[src/rtl/systolic_sequencer.sv]
// Operand sequencer for an NxN output-stationary systolic array: buffers A/B, then drives skewed streams.
// Optional SYSTOLIC_SEQ_ERR_EN adds a sticky err_o for writes/starts dropped while busy.
module systolic_sequencer #(
  parameter int N        = 4,
  parameter int NUM_BITS = 8,
  parameter int PE_LAT   = 1
) (
  input  logic                           clk,
  input  logic                           rst,
  input  logic                           start_i,
  input  logic                           a_we_i,
  input  logic [$clog2(N)-1:0]           a_row_i,
  input  logic [$clog2(N)-1:0]           a_col_i,
  input  logic [NUM_BITS-1:0]            a_data_i,
  input  logic                           b_we_i,
  input  logic [$clog2(N)-1:0]           b_row_i,
  input  logic [$clog2(N)-1:0]           b_col_i,
  input  logic [NUM_BITS-1:0]            b_data_i,
  output logic [N-1:0][NUM_BITS-1:0]     north_o,
  output logic [N-1:0][NUM_BITS-1:0]     west_o,
  output logic                           array_clr_o,
  output logic                           busy_o,
  output logic                           done_o,
  output logic                           c_valid_o,
`ifdef SYSTOLIC_SEQ_ERR_EN
  output logic                           err_o,
`endif
  output logic [2:0]                     state_o
);

  localparam int IW = $clog2(N);
  localparam int PW = $clog2(2 * N);
  localparam int CW = $clog2(2 * N + PE_LAT);
  localparam logic [CW-1:0] FEED_LAST  = CW'(2 * N - 2);
  localparam logic [CW-1:0] DRAIN_LAST = CW'(N - 2 + PE_LAT);

  typedef enum logic [2:0] {
    S_IDLE  = 3'd0,
    S_CLEAR = 3'd1,
    S_FEED  = 3'd2,
    S_DRAIN = 3'd3,
    S_DONE  = 3'd4
  } state_t;

  state_t state, state_n;
  logic [CW-1:0] cnt, cnt_n;
  logic [PW-1:0] phase, tap;
  logic [NUM_BITS-1:0] a_buf [N][N];
  logic [NUM_BITS-1:0] b_buf [N][N];
  logic [N-1:0][NUM_BITS-1:0] north_n, west_n;
  logic can_write;

  // Handshake: start_i is a request sampled on any edge where busy_o=0; done_o pulses once per
  // completed run and c_valid_o stays high until the next accepted start.
  assign can_write = (state == S_IDLE) || (state == S_DONE);
  assign state_o   = state;

  always_comb begin
    state_n = state;
    cnt_n   = cnt;
    case (state)
      S_IDLE: begin
        if (start_i) begin
          state_n = S_CLEAR;
          cnt_n   = '0;
        end
      end
      S_CLEAR: begin
        state_n = S_FEED;
        cnt_n   = '0;
      end
      S_FEED: begin
        if (cnt == FEED_LAST) begin
          state_n = S_DRAIN;
          cnt_n   = '0;
        end else begin
          cnt_n = cnt + 1'b1;
        end
      end
      S_DRAIN: begin
        if (cnt == DRAIN_LAST) begin
          state_n = S_DONE;
          cnt_n   = '0;
        end else begin
          cnt_n = cnt + 1'b1;
        end
      end
      S_DONE: begin
        state_n = start_i ? S_CLEAR : S_IDLE;
        cnt_n   = '0;
      end
      default: begin
        state_n = S_IDLE;
        cnt_n   = '0;
      end
    endcase
  end

  // Taps are computed for the upcoming phase so the streams leave a register aligned with the state.
  always_comb begin
    north_n = '0;
    west_n  = '0;
    tap     = '0;
    phase   = cnt_n[PW-1:0];
    if (state_n == S_FEED) begin
      for (int j = 0; j < N; j++) begin
        tap = phase - PW'(j);
        if ((phase >= PW'(j)) && (tap < PW'(N))) begin
          north_n[j] = b_buf[tap[IW-1:0]][j];
          west_n[j]  = a_buf[j][tap[IW-1:0]];
        end
      end
    end
  end

  always_ff @(posedge clk or negedge rst) begin
    if (!rst) begin
      state <= S_IDLE;
      cnt   <= '0;
    end else begin
      state <= state_n;
      cnt   <= cnt_n;
    end
  end

  always_ff @(posedge clk or negedge rst) begin
    if (!rst) begin
      north_o     <= '0;
      west_o      <= '0;
      array_clr_o <= 1'b0;
      busy_o      <= 1'b0;
      done_o      <= 1'b0;
      c_valid_o   <= 1'b0;
    end else begin
      north_o     <= north_n;
      west_o      <= west_n;
      array_clr_o <= (state_n == S_CLEAR);
      busy_o      <= (state_n == S_CLEAR) || (state_n == S_FEED) || (state_n == S_DRAIN);
      done_o      <= (state_n == S_DONE);
      if (state_n == S_CLEAR) begin
        c_valid_o <= 1'b0;
      end else if (state_n == S_DONE) begin
        c_valid_o <= 1'b1;
      end
    end
  end

  always_ff @(posedge clk or negedge rst) begin
    if (!rst) begin
      for (int r = 0; r < N; r++) begin
        for (int c = 0; c < N; c++) begin
          a_buf[r][c] <= '0;
          b_buf[r][c] <= '0;
        end
      end
    end else if (can_write) begin
      if (a_we_i) a_buf[a_row_i][a_col_i] <= a_data_i;
      if (b_we_i) b_buf[b_row_i][b_col_i] <= b_data_i;
    end
  end

`ifdef SYSTOLIC_SEQ_ERR_EN
  always_ff @(posedge clk or negedge rst) begin
    if (!rst) begin
      err_o <= 1'b0;
    end else if (state_n == S_CLEAR && can_write) begin
      err_o <= 1'b0;
    end else if (busy_o && (start_i || a_we_i || b_we_i)) begin
      err_o <= 1'b1;
    end
  end
`endif

endmodule
[config.mk]
export PLATFORM = sky130hd
export DESIGN_NAME = systolic_sequencer
export DESIGN_NICKNAME = d
export VERILOG_FILES = /design/src/rtl/systolic_sequencer.sv
export SDC_FILE = /design/constraint.sdc
export NUM_CORES = 1
export LEC_CHECK = 0
export ABC_AREA = 1
export BUFFER_PORTS_ARGS = -buffer_cell sky130_fd_sc_hd__buf_2
export CAP_MARGIN = 20
export CORE_MARGIN = 4
export CORE_UTILIZATION = 40
export DETAILED_ROUTE_END_ITERATION = 12
export MAX_ROUTING_LAYER = met4
export PLACE_DENSITY = 0.61
export SKIP_LAST_GASP = 1
export SLEW_MARGIN = 20
export SYNTH_ARGS = -nofsm -noshare
export SYNTH_HDL_FRONTEND = slang
export SYNTH_SLANG_ARGS = --single-unit
[constraint.sdc]
create_clock -name clk -period 2.6 [get_ports clk]
set_clock_uncertainty 0.05 [all_clocks]
set_input_delay 0.26 -clock clk [delete_from_list [all_inputs] [get_ports clk]]
set_output_delay 0.26 -clock clk [all_outputs]
set_load 0.01 [all_outputs]
## After elaboration in Yosys (flattened, before gate mapping)

Index checks and enable logic that the tools add are counted.

| cells by class | value |
|---|---|
| $add $sub $neg | 4 |
| bitwise logic cells | 8 |
| mux-type cells | 55 |
| $lt $le $gt $ge | 20 |
| reductions and logical operators | 15 |
| eq/ne operators | 11 |

Operators with widths:

| kind | count |
|---|---|
| $bmux W32 S2 | 4 |
| $bwmux W128 | 2 |
| $mux W32 | 6 |
| $mux W8 | 20 |
| $demux W32 S2 | 2 |
| $bmux W8 S2 | 4 |
| $mux W24 | 2 |
| $demux W8 S2 | 2 |
| $mux W16 | 2 |
| $ge A3 B3 Y1 const B | 8 |
| $not A2 Y3 | 8 |
| $pmux W3 S5 | 1 |
| $eq A3 B2 Y1 const B | 4 |
| $lt A3 B1 Y1 const B | 4 |
| $lt A3 B3 Y1 const B | 4 |
| $mux W4 | 3 |
| $pmux W4 S3 | 1 |
| $mux W3 | 3 |
| $logic_and A1 B1 Y1 | 8 |
| $eq A3 B1 Y1 const B | 2 |
| $eq A3 B3 Y1 const B | 2 |
| $ge A3 B1 Y1 const B | 2 |
| $ge A3 B2 Y1 const B | 2 |
| $sub A3 B2 Y3 const B | 2 |
| other kinds (10) | 15 |

| storage, ports and cells | value |
|---|---|
| output and inout port bits | 71 |
| input bits | 29 |
| register bits | 331 |
| logic and storage cells | 160 |

## Depth between registers and ports, before layout

Gate-level depths: netlist of run 1.

| depth | value |
|---|---|
| depth after elaboration | 10 |
| mapped depth | 17 |

## Worst setup path after synthesis of run 1

No wires, ideal clock.

| timing path | value |
|---|---|
| kind | register -> register |
| start | reg cnt[0] |
| end | reg west_o[10] (netlist bit) |
| data arrival time | 2.457 ns |
| setup slack | 0.030 ns |
| data required time | 2.487 ns |
| cell stages (with the launch flop) | 16 |
| cell sequence | dfrtp_1 inv_1 ha_1 nand3_1 nand3_2 buf_6 clkbuf_1 nand3_1 ha_1 clkbuf_1 inv_1 clkbuf_1 nand3_1 nand2_1 nand2_1 inv_1 |

RTL lines:

| element | RTL line | text |
|---|---|---|
| from (decl) | 46 | `logic [CW-1:0] cnt, cnt_n;` |
| from (signal assigned) | 122 | `cnt <= cnt_n;` |
| to (signal assigned) | 136 | `west_o <= west_n;` |
| to (decl) | 20 | `output logic [N-1:0][NUM_BITS-1:0] west_o,` |

==> summary.md, run 1 <==
| Metric | Value |
|---|---|
| Status | `complete, no violations` |
| ANT nets after route | `0` |
| # DRC | `0` |
| Period utilization | `between 90% and 100%` |
| Synth top area share | `54.9%` |
| Die Y | `about 200 µm` |
| Grt total ovfl | `0` |
| WL/cell | `16.3 µm` |
| Reg2reg start | `cnt[0]$_DFF_PN0_` |
| Max Freq | `approximately 410 MHz` |
| Slack of the worst reg-to-reg path | `between 0.15 and 0.2 ns` |
| Crit path from | `cnt[0]$_DFF_PN0_` |
| Crit Path Category | `reg2reg` |
| Clock root buffer | `clkbuf_16` |
| Area grow syn2layout | `14.6%` |
| Top Ports | `100` |
| Vias per inst | `approximately 5.0` |
| RR Endpoint | `north_o[8]$_DFF_PN0_` |
| CTS tree | `built` |
| Num CTS Buffers | `37` |
| Critical Path AT | `around 2.8 ns` |
| Layout cells sized above 1 | `10.7%` |
| Lkg Pwr | `a little under 9 nW` |
| Final core area utilization | `46.9%` |
| Syn nets | `between 1500 and 2000` |
| Starting Density | `about two fifths` |
| Worst-skew pair later-pin latency | `about 0.52 ns` |
| Max_cap viols | `0` |
| Slew @ Worst Pin | `between 0.8 and 0.9 ns` |
| Post-synth top flop | `dfrtp_1` |
| CP peak stage delay | `between 0.4 and 0.5 ns` |
| Sequential area share after synthesis | `54.9%` |
| Clock buffer depth | `3` |
| Synth Cell Area | `approximately 15000 µm²` |
| First-pass GRT wire length | `approximately 66000 µm` |
| Clock transition at path regs | `~0.060 ns` |
| Final max-slew violation count | `0` |
| Area contributors post-synth | `dfrtp_1 55%, nand2_1 13%, o21ai_0 8.6%` |
| Cell breakdown of the critical path | `inv_1, ha_1, nand3_1, nand3_2, buf_4, nand3_4, inv_2, ha_1, inv_1, nand2_1, nand3_2, nor2_4, buf_4, nand2_1, inv_1` |
| Biggest area consumer among synthesized cells | `dfrtp_1` |
| H-Tree Depth | `2` |
| Hold Crit Class | `in2reg` |
| Crit-path max FO | `18` |
| Distinct cells, synth | `24` |
| CP required | `between 2 and 3 ns` |
| Syn. warnings | `0` |
| Startpoint class of the critical path | `register` |
| Critical Path Sink | `north_o[8]$_DFF_PN0_` |
| Pwr dens | `about 1300 nW/µm²` |
| Period minus WS final | `2.42 ns` |
| Syn Area/Cell | `slightly above 8 µm²` |
| Gate Count Post-Synth | `~1900` |
| Worst vdd ir | `between 1 and 1.5 mV` |
| Drt pass-1 iters | `5` |
| HPWL Detailed | `25200 µm` |
| Clock sinks | `roughly 330` |
| Core Box Area | `36900 µm²` |
| Setup Viol. Count Final | `0` |
| Final Power | `about 22 mW` |
| Pin count of the biggest net entering global routing | `slightly below 100` |
| GRT Total Usage | `approximately a fifth` |
| Crit end category | `register` |
| Slowest CP cell | `dfrtp_1` |
| Worst Reg2Reg Path Length in Cells | `15` |
| CP dominant cell by count | `inv_1` |
| Die area | `40900 µm²` |
| Number of port buffers | `99` |
| Final net count | `1969` |
| Rows | `70` |
| Async SR Flop Fraction | `between 90% and 100%` |
| Vias in the first global route | `between 10000 and 15000` |
| Post-synth top cells | `518 x nand2_1, 331 x dfrtp_1, 311 x inv_1` |
| Die Wd | `202 µm` |
| Final WL | `roughly 40000 µm` |
| Worst slew margin | `45.2%` |
| #FFs+latches synth | `around 330` |
| Post-synth EDFFs | `0` |
| Hold Vio Cnt, Final | `0` |
| Starting DRT DRC Count | `950` |
| Placer congestion estimate | `0.850` |
| Routed vias | `12200` |
| Count leader, synth | `nand2_1` |
| Initial antenna violation count | `0` |
state kept, by name, indices dropped and copies added, names as in the netlist:
| signal | count |
|---|---|
| cnt | 4 |
| state_o | 3 |
| north_o | 32 |
| busy_o | 1 |
| done_o | 1 |
| array_clr_o | 1 |
| b_buf | 128 |
| c_valid_o | 1 |
| a_buf | 128 |
| west_o | 32 |
cells by family (layout without fill, tap and decap cells):
| kind of cell | Yosys count | count (layout) | share of synthesized area [%] |
|---|---|---|---|
| AO/OA/AOI/OAI | 307 | 307 | 10.2 |
| XOR/XNOR | 1 | 1 | 0.0581 |
| adder cells (fa/ha/maj) | 6 | 6 | 0.498 |
| buffers and inverters | 427 | 514 | 11.2 |
| flip-flops | 331 | 331 | 54.9 |
| other | 0 | 1 | 0 |
| AND/OR/NAND/NOR | 797 | 797 | 23.1 |
what timing repair did:
item / CTS / global route
hold buffers: 1 / 0
resized for setup: 0 / 1
hold endpoints to repair: 47 / 0
buffers inserted: 0 / 2
setup endpoints to repair: 0 / 16
through the flow:
stage | instance area [µm²] | TNS (ns) | setup WS, ns | hold WS (ns) | std cells
final | 17300 | 0 | 0.184 | 0.0735 | 2461
after CTS | 17300 | 0 | 0.108 | 0.0571 | 2458
after floorplan | 15100 | 0 | 0.0305 | -0.0856 | 1869
after global routing | 17300 | -0.000850 | -0.000850 | 0.110 | 2460
after global placement | 16100 | 0 | 0.212 | 0.179 | 2396
after detailed placement | 16100 | 0 | 0.120 | 0.181 | 2396
metal layers:
metal	GRT usage [%]	up-vias	wire length, µm
li1	-	6010	-
met2	33.3	275	19200
met1	27.5	5848	18600
met4	4.17	0	721
met5	-	-	0
met3	2.47	52	1750
worst max-delay path, delay by kind of cell, from the launching register on:
kind	cells	cell delay (ns)
buffers and inverters	6	0.80
AND/OR/NAND/NOR	7	0.73
flip-flops	1	0.41
adder cells (fa/ha/maj)	2	0.35
placed cells by master, fill, tap and decap left out, types with 2 or more instances in the layout:
| cell type | Yosys | final |
|---|---|---|
| buf_12 | 0 | 7 |
| inv_1 | 311 | 311 |
| buf_4 | 3 | 31 |
| o21ai_0 | 259 | 259 |
| clkbuf_16 | 0 | 38 |
| clkbuf_8 | 0 | 5 |
| nand3_2 | 4 | 3 |
| nand2_2 | 3 | 3 |
| clkbuf_1 | 62 | 9 |
| nand2_1 | 518 | 518 |
| buf_2 | 31 | 98 |
| nor2_4 | 3 | 3 |
| dfrtp_1 | 331 | 331 |
| ha_1 | 6 | 6 |
| nand4_1 | 91 | 91 |
| nor2_1 | 31 | 31 |
| nand3_1 | 141 | 140 |
| clkinv_2 | 0 | 5 |
| nand3_4 | 1 | 3 |
| a21oi_1 | 48 | 48 |
| inv_2 | 3 | 3 |
| bufinv_16 | 0 | 2 |
| nor2_2 | 2 | 2 |
final cells by class:
type                    count  area [µm²]
clock buffers              52        1050
clock inverters             9         109
repair buffers            139         900
fillers                  3648       19600
flip-flops and latches    331        8280
multi-input cells        1111        5130
well taps                 504         631
diodes                      1        2.50
inverters                 314        1180
where the power goes:
part	switching [mW]	internal, mW	leakage (nW)	total [mW]
clock network	2.04	3.01	0.570	5.05
registers	0.686	6.55	4.48	7.24
logic	6.69	3.31	3.59	10.0
worst min path at each step:
stage	startpoint	to	cells past startpoint
6_report	start_i	cnt[3]$_DFFE_PN0P_	4
5_1_grt	start_i	cnt[3]$_DFFE_PN0P_	4
4_1_cts	start_i	cnt[3]$_DFFE_PN0P_	4
3_5_place_dp	rst	b_buf[92]$_DFFE_PN0P_	1
3_3_place_gp	rst	north_o[2]$_DFF_PN0_	1
2_1_floorplan	rst	a_buf[0]$_DFFE_PN0P_	0
Power figures use the tool's default switching activity.
==> run 2, diff against run 1 <==
--- a/config.mk
+++ b/config.mk
@@ -6,10 +6,11 @@
 export NUM_CORES = 1
 export LEC_CHECK = 0
 export ABC_AREA = 1
-export BUFFER_PORTS_ARGS = -buffer_cell sky130_fd_sc_hd__buf_2
+export BUFFER_PORTS_ARGS = -buffer_cell sky130_fd_sc_hd__buf_4
 export CAP_MARGIN = 20
 export CORE_MARGIN = 4
 export CORE_UTILIZATION = 40
+export CTS_CLUSTER_DIAMETER = 80
 export DETAILED_ROUTE_END_ITERATION = 12
 export MAX_ROUTING_LAYER = met4
 export PLACE_DENSITY = 0.61
==> constraint.sdc (replaced) <==
create_clock -name clk -period 2.1 [get_ports clk]
set_clock_uncertainty 0.05 [all_clocks]
set_input_delay 0.21 -clock clk [delete_from_list [all_inputs] [get_ports clk]]
set_output_delay 0.21 -clock clk [all_outputs]
set_load 0.01 [all_outputs]
==> summary.md, run 2 (synthesized netlist as in run 1, its figures left out) <==
| Metric | Value |
|---|---|
| Clock transition at path regs | `0.06 ns (about the same)` |
| Unrepaired setup endpoints after global routing | `true` |
| Slowest CP cell | `dfrtp_2` |
| Period utilization | `102% (+8.7 points)` |
| HP Start | `a_data_i[5]` |
| CTS tree | `built` |
| Comb pwr share | `51.9% (+7.0 points)` |
| FILL cells | `3462 (-5.1%)` |
| Int Pwr | `18.2 mW (+41%)` |
| Worst Hold Margin | `0.157 ns (+0.0831 ns)` |
| CP required | `2.50 ns (-0.49 ns)` |
| Final max-slew violation count | `0 (unchanged)` |
| Grt total ovfl | `0 (unchanged)` |
| Final instance area | `18600 µm² (+7.5%)` |
| Number of port buffers | `99 (unchanged)` |
| Reg2reg start | `cnt[0]$_DFF_PN0_` |
| ANT nets after route | `0 (unchanged)` |
| Layout cells sized above 1 | `16.9% (+6.2 points)` |
| Final WS setup | `-0.0342 ns (-0.218 ns)` |
| Worst slew margin | `54.0% (+8.9 points)` |
| CP dominant cell by count | `nand2_2` |
| Clock buffer depth | `3 (unchanged)` |
| Clock sinks | `331 (unchanged)` |
| Starting DRT DRC Count | `955 (+0.53%)` |
| Max Freq | `469 MHz (+13%)` |
| Crit end category | `register` |
| Worst path buffer plus inverter count | `4 (-2)` |
| Clock power frac | `19.7% (-3.0 points)` |
| Final core area utilization | `50.4% (+3.5 points)` |
| Register area | `8290 µm² (about the same)` |
| Starting Density | `40.9% (unchanged)` |
| Die Y | `202 µm (unchanged)` |
| RR Endpoint | `west_o[27]$_DFF_PN0_` |
| Final Power | `31.6 mW (+42%)` |
| Net Switching | `13.4 mW (+42%)` |
| CP peak stage delay | `0.43 ns (+0.02 ns)` |
| Worst Reg2Reg Path Length in Cells | `13 (-2)` |
| GRT Total Usage | `20.6% (+0.28 points)` |
| Placed cells | `2431 (+1.5%)` |
| Most frequent cells in the layout | `492 x nand2_1, 326 x dfrtp_1, 307 x inv_1, 259 x o21ai_0, 150 x buf_4` |
| Lkg Pwr | `9.04 nW (+4.6%)` |
| Rows | `70 (unchanged)` |
| Crit path max-delay family | `buffers and inverters` |
| Worst-skew pair later-pin latency | `0.52 ns (about the same)` |
| Placer congestion estimate | `0.816 (-4.1%)` |
| Crit-path max FO | `6 (-12)` |
| Die Wd | `202 µm (unchanged)` |
| Area grow syn2layout | `23.2%` |
| Max_cap viols | `0 (unchanged)` |
| Period minus WS final | `2.13 ns (-0.282 ns)` |
| Hold depth | `4 (unchanged)` |
| Sw frac | `42.3% (+0.095 points)` |
| Hold Crit Class | `in2reg` |
| Failing checks | `negative setup slack` |
| Slew @ Worst Pin | `0.689 ns (-0.133 ns)` |
| Regs by FF count | `a_buf x128, b_buf x128` |
| Crit Path Category | `reg2reg` |
| Final net count | `2015 (+2.3%)` |
| Vias per inst | `4.99 (+0.78%)` |
| Worst vdd ir | `1.47 mV (+17%)` |
| Drt pass-1 iters | `5 (unchanged)` |
| Routed vias | `12500 (+2.6%)` |
| Pin count of the biggest net entering global routing | `66 (-33%)` |
| Hold Vio Cnt, Final | `0 (unchanged)` |
| Ant. Diodes | `0 (-1)` |
| Pwr dens | `1700 nW/µm² (+32%)` |
| Non-filler cells, final | `2505 (+1.8%)` |
| Status | `finished, violations left` |
| Setup Viol. Count Final | `14 (+14)` |
| Vias in the first global route | `12100 (+0.47%)` |
| Area of the multi-input gates | `5500 µm² (+7.3%)` |
| Startpoint class of the critical path | `register` |
| Seq pwr share | `28.5% (-4.0 points)` |
| Final WL | `41200 µm (+2.5%)` |
| Pre-CTS setup slack | `-0.150 ns (-0.269 ns)` |
| Area after DPL | `16900 µm² (+4.8%)` |
| Die area | `40900 µm² (unchanged)` |
| Cell breakdown of the critical path | `inv_2, ha_4, nand3_4, nand2_2, nand2_2, nand2_2, nand2_4, buf_6, ha_4, buf_12, clkbuf_16, nand3_2, a21oi_2` |
| H-Tree Depth | `2 (unchanged)` |
| Num CTS Buffers | `36 (-2.7%)` |
| Hold worst-path end | `a_buf[45]$_DFFE_PN0P_` |
| First-pass GRT wire length | `66700 µm (+0.93%)` |
| # DRC | `0 (unchanged)` |
| Setup tns final | `-0.250 ns (-0.250 ns)` |
| Initial antenna violation count | `0 (unchanged)` |
| Slack of the worst reg-to-reg path | `-0.03 ns (-0.22 ns)` |
| Core Box Area | `36900 µm² (unchanged)` |
| HPWL Detailed | `24900 µm (-1.3%)` |
| Critical Path AT | `2.53 ns (-0.28 ns)` |
| Most common cell after layout, fill and taps aside | `nand2_1` |
| Clock root buffer | `clkbuf_16` |
| WL/cell | `16.5 µm (+0.73%)` |
| Top Ports | `100 (unchanged)` |
==> run 2: cell count changes in the layout (fill, tap and decap cells not counted), moves of 6 or more <==
| cell | previous run | this run |
|---|---|---|
| a21oi_1 | 48 | 33 |
| nand2_2 | 3 | 28 |
| nand2_1 | 518 | 492 |
| buf_4 | 31 | 150 |
| nand3_4 | 3 | 9 |
| a21oi_2 | 0 | 15 |
| nand3_2 | 3 | 22 |
| buf_12 | 7 | 25 |
| buf_2 | 98 | 0 |
| nand3_1 | 140 | 115 |
==> run 2: metal layers <==
metal  wire, µm  track usage [%]  part of all wire [%]  vias to the layer above
met3       2350             3.48                   5.7                       52
li1           -                -                     -                     6113
met5          0                -                     0                        -
met1      19300             28.9                    47                     6016
met2      18900             32.0                    46                      319
met4        673             4.10                   1.6                        0
==> run 2: worst register-to-register path: stages, from the launching register on <==
cell,delay [ns]
dfrtp_2,0.43
inv_2,0.09
ha_4,0.14
nand3_4,0.08
nand2_2,0.08
nand2_2,0.07
nand2_2,0.08
nand2_4,0.06
buf_6,0.12
ha_4,0.34
buf_12,0.14
clkbuf_16,0.16
nand3_2,0.10
a21oi_2,0.14
==> run 2: what timing repair did <==
action | in CTS | in global routing
endpoints found under the setup margin | 18 | 73
endpoints found under the hold margin | 56 | 0
hold buffers | 2 | 0
buffers inserted | 2 | 5
gates resized for setup | 2 | 86
pin swaps | 2 | 60
gates cloned | 0 | 6
==> run 2: power groups by stage <==
stage | Sequential [mW] | Combinational [mW] | Clock [mW]
2_1_floorplan | 8.98 | 9.13 | 0
3_3_place_gp | 9.02 | 13.2 | 0
3_5_place_dp | 9.06 | 13.4 | 0
4_1_cts | 8.99 | 13.6 | 6.33
5_1_grt | 9.19 | 18.1 | 6.60
6_report | 8.99 | 16.4 | 6.21
==> run 2: area by class of cell <==
cell class	count	share of cell area [%]
clock buffers	54	5.86
clock inverters	5	0.303
inverters	314	6.48
multi-input cells	1111	29.6
flip-flops and latches	331	44.6
well taps	504	3.39
repair buffers	186	9.74
==> run 2: how the worst max path moves through the flow <==
stage | start | to | slack [ns] | cells after the start
CTS | cnt[0]$_DFF_PN0_ | north_o[8]$_DFF_PN0_ | -0.007 | 15
global route | cnt[0]$_DFF_PN0_ | north_o[9]$_DFF_PN0_ | -0.11 | 15
floorplan | cnt[0]$_DFF_PN0_ | north_o[10]$_DFF_PN0_ | 0.005 | 15
global placement | cnt[1]$_DFF_PN0_ | north_o[11]$_DFF_PN0_ | -0.11 | 13
finish | cnt[0]$_DFF_PN0_ | west_o[27]$_DFF_PN0_ | -0.03 | 13
detailed placement | cnt[1]$_DFF_PN0_ | west_o[11]$_DFF_PN0_ | -0.15 | 14
==> run 3, diff against run 2 <==
--- a/config.mk
+++ b/config.mk
@@ -5,9 +5,10 @@
 export SDC_FILE = /design/constraint.sdc
 export NUM_CORES = 1
 export LEC_CHECK = 0
-export ABC_AREA = 1
+export ABC_AREA = 0
 export BUFFER_PORTS_ARGS = -buffer_cell sky130_fd_sc_hd__buf_4
 export CAP_MARGIN = 20
+export CORE_ASPECT_RATIO = 0.8
 export CORE_MARGIN = 4
 export CORE_UTILIZATION = 40
 export CTS_CLUSTER_DIAMETER = 80
==> summary.md, run 3 <==
| Metric | Value |
|---|---|
| WL/cell | `21.3 µm (+29%)` |
| Non-filler cells, final | `1636 (-35%)` |
| RR Endpoint | `west_o[16]$_DFF_PN0_` |
| Pre-CTS setup slack | `-0.500 ns (-0.351 ns)` |
| Async SR Flop Fraction | `100% (unchanged)` |
| Num CTS Buffers | `35 (-2.8%)` |
| Synth Cell Area | `14000 µm² (-7.0%)` |
| Post-synth top cells | `331 x dfrtp_1, 256 x mux2_2, 65 x mux2i_1` |
| Final WL | `34800 µm (-16%)` |
| Slack of the worst reg-to-reg path | `-0.42 ns (-0.39 ns)` |
| Vias per inst | `5.20 (+4.1%)` |
| Number of port buffers | `99 (unchanged)` |
| Grt total ovfl | `0 (unchanged)` |
| Final WS setup | `-0.422 ns (-0.387 ns)` |
| Clock sinks | `331 (unchanged)` |
| Syn nets | `959 (-50%)` |
| Max_cap viols | `0 (unchanged)` |
| Period minus WS final | `2.52 ns (+0.387 ns)` |
| Worst vdd ir | `1.02 mV (-31%)` |
| Area grow syn2layout | `34.4%` |
| Crit-path max FO | `5 (-1)` |
| First-pass GRT wire length | `54700 µm (-18%)` |
| Final max-slew violation count | `0 (unchanged)` |
| Pwr dens | `1400 nW/µm² (-18%)` |
| # DRC | `0 (unchanged)` |
| Worst Hold Margin | `0.0304 ns (-0.126 ns)` |
| Max Freq | `397 MHz (-15%)` |
| Starting DRT DRC Count | `492 (-48%)` |
| Worst-skew pair later-pin latency | `0.52 ns (about the same)` |
| ANT nets after route | `0 (unchanged)` |
| CP required | `2.44 ns (-0.06 ns)` |
| Gate Count Post-Synth | `924 (-51%)` |
| Top Ports | `100 (unchanged)` |
| Met2 Track Usage GR | `29.2% (-2.8 points)` |
| Failing checks | `negative setup slack` |
| Layout cells sized above 1 | `55.2% (+38 points)` |
| Ant. Diodes | `0 (unchanged)` |
| HP Start | `start_i` |
| Setup Viol. Count Final | `282 (+268)` |
| Syn. warnings | `0 (unchanged)` |
| Placed cells | `1549 (-36%)` |
| CTS tree | `built` |
| Starting Density | `40.5% (-0.42 points)` |
| Post-synth EDFFs | `0 (unchanged)` |
| Unrepaired setup endpoints after global routing | `true` |
| Regs by FF count | `a_buf x128, b_buf x128` |
| GRT Total Usage | `18.7% (-1.8 points)` |
| Crit Path Category | `reg2reg` |
| Rows | `61 (-13%)` |
| Period utilization | `120% (+18 points)` |
| Routed vias | `8500 (-32%)` |
| Slew @ Worst Pin | `0.569 ns (-0.120 ns)` |
| Status | `finished, violations left` |
| Post-synth top flop | `dfrtp_1` |
| Die Y | `175 µm (-13%)` |
| Clock transition at path regs | `0.06 ns (about the same)` |
| Most common cell after layout, fill and taps aside | `dfrtp_1` |
| Drt pass-1 iters | `4 (-1)` |
| Hold Vio Cnt, Final | `0 (unchanged)` |
| HPWL Detailed | `21200 µm (-15%)` |
| Most frequent cells in the layout | `330 x dfrtp_1, 138 x buf_4, 130 x mux2_4, 126 x mux2_2, 63 x mux2i_1` |
| Die area | `38100 µm² (-6.7%)` |
| Die Wd | `217 µm (+7.5%)` |
| Worst slew margin | `61.5% (+7.5 points)` |
| Crit end category | `register` |
| Synth top area share | `59.1% (+4.1 points)` |
| Syn Area/Cell | `15.2 µm² (+88%)` |
| Reg2reg start | `cnt[1]$_DFF_PN0_` |
| Count leader, synth | `dfrtp_1` |
| Area contributors post-synth | `dfrtp_1 59%, mux2_2 21%, mux4_2 5.1%` |
| #FFs+latches synth | `331 (unchanged)` |
| Sequential area share after synthesis | `59.1% (+4.1 points)` |
| Pin count of the biggest net entering global routing | `71 (+7.6%)` |
| Lkg Pwr | `8.97 nW (-0.81%)` |
| Biggest area consumer among synthesized cells | `dfrtp_1` |
| Worst Reg2Reg Path Length in Cells | `10 (-3)` |
| Crit path from | `cnt[1]$_DFF_PN0_` |
| Placer congestion estimate | `0.875 (+7.3%)` |
| Core Box Area | `34700 µm² (-6.0%)` |
| Hold worst-path end | `array_clr_o$_DFF_PN0_` |
| Clock buffer depth | `3 (unchanged)` |
| Hold depth | `3 (-1)` |
| Distinct cells, synth | `54 (+130%)` |
| Hold Crit Class | `in2reg` |
| H-Tree Depth | `2 (unchanged)` |
| GR peak layer | `met2` |
| Vias in the first global route | `9269 (-23%)` |
| Startpoint class of the critical path | `register` |
| Initial antenna violation count | `0 (unchanged)` |
| Clock root buffer | `clkbuf_16` |
| Critical Path AT | `2.86 ns (+0.33 ns)` |
| Grt met3 use | `3.44% (-0.040 points)` |
| Final net count | `1175 (-42%)` |
| M1 GR Usage | `26.3% (-2.5 points)` |
[run 3: changes by cell type in the layout (fill, tap and decap cells not counted), sizes merged, moves of 34 or more]
cell	previous run	this run
nand2	521	24
inv	313	10
mux2	0	256
o21ai	259	4
nand3	146	8
nand4	92	1
mux2i	0	65
a21oi	48	2
buf	180	220
o22ai	0	34
[run 3: routing by layer]
metal	part of all wire, %	wire length (µm)	vias to the layer above
met5	0	0	-
met1	48	16500	4487
met2	47	16400	158
li1	-	-	3818
met4	1.2	427	0
met3	4.3	1500	37
[run 3: stage by stage]
step / power, mW / cell area (µm²) / util (%) / setup TNS [ns]
after floorplan: 14.4 / 14200 / - / -32.25
after global placement: 17.8 / 16300 / 47.0 / -46.21
after detailed placement: 17.9 / 16300 / 47.0 / -51.55
after CTS: 26.0 / 18500 / 53.4 / -48.72
after global routing: 27.7 / 18900 / 54.4 / -59.11
final: 26.4 / 18900 / 54.4 / -42.11
[run 3: layout make-up]
cell class | instances | area, µm²
flip-flops and latches | 331 | 8280
multi-input cells | 536 | 6380
repair buffers | 228 | 2480
fillers | 2828 | 15800
inverters | 8 | 40.0
well taps | 472 | 591
clock inverters | 12 | 67.6
clock buffers | 49 | 1010
[run 3: cell families (layout without fill, tap and decap cells)]
kind of cell             after synthesis  count (layout)  synth area share, %
adder cells (fa/ha/maj)                6               6                0.535
buffers and inverters                 57             297                 1.98
AO/OA/AOI/OAI                         47              47                 2.28
multiplexers                         353             353                 30.3
flip-flops                           331             331                 59.1
XOR/XNOR                               2               2                0.125
AND/OR/NAND/NOR                      128             128                 5.69
[run 3: worst max path at each step]
| stage | to | slack (ns) | depth (start not counted) |
|---|---|---|---|
| after CTS | north_o[9]$_DFF_PN0_ | -0.43 | 12 |
| final | west_o[16]$_DFF_PN0_ | -0.42 | 10 |
| after detailed placement | west_o[22]$_DFF_PN0_ | -0.50 | 8 |
| after global routing | west_o[12]$_DFF_PN0_ | -0.53 | 10 |
| after floorplan | north_o[10]$_DFF_PN0_ | -0.74 | 15 |
| after global placement | west_o[20]$_DFF_PN0_ | -0.48 | 8 |
[run 3: timing repair]
action                                  in CTS  in global routing
buffers inserted                            18                  6
endpoints found under the setup margin     264                321
resized for setup                          212                 65
pin swaps                                   20                 18
endpoints found under the hold margin      135                  0
cloned                                       6                  4
hold buffers                                 1                  0
[run 3: power by group]
| part | internal [mW] | switching [mW] | total [mW] |
|---|---|---|---|
| clock network | 3.36 | 2.51 | 5.86 |
| logic | 6.77 | 5.36 | 12.1 |
| registers | 7.70 | 0.727 | 8.43 |
[run 3: critical path, cell delays in order, from the launching register on]
cell,delay [ns]
dfrtp_1,0.40
ha_2,0.22
nor3b_4,0.16
o32a_1,0.34
o21ai_4,0.23
buf_4,0.16
buf_8,0.14
buf_12,0.14
bufbuf_16,0.27
mux2i_1,0.17
o22ai_1,0.10
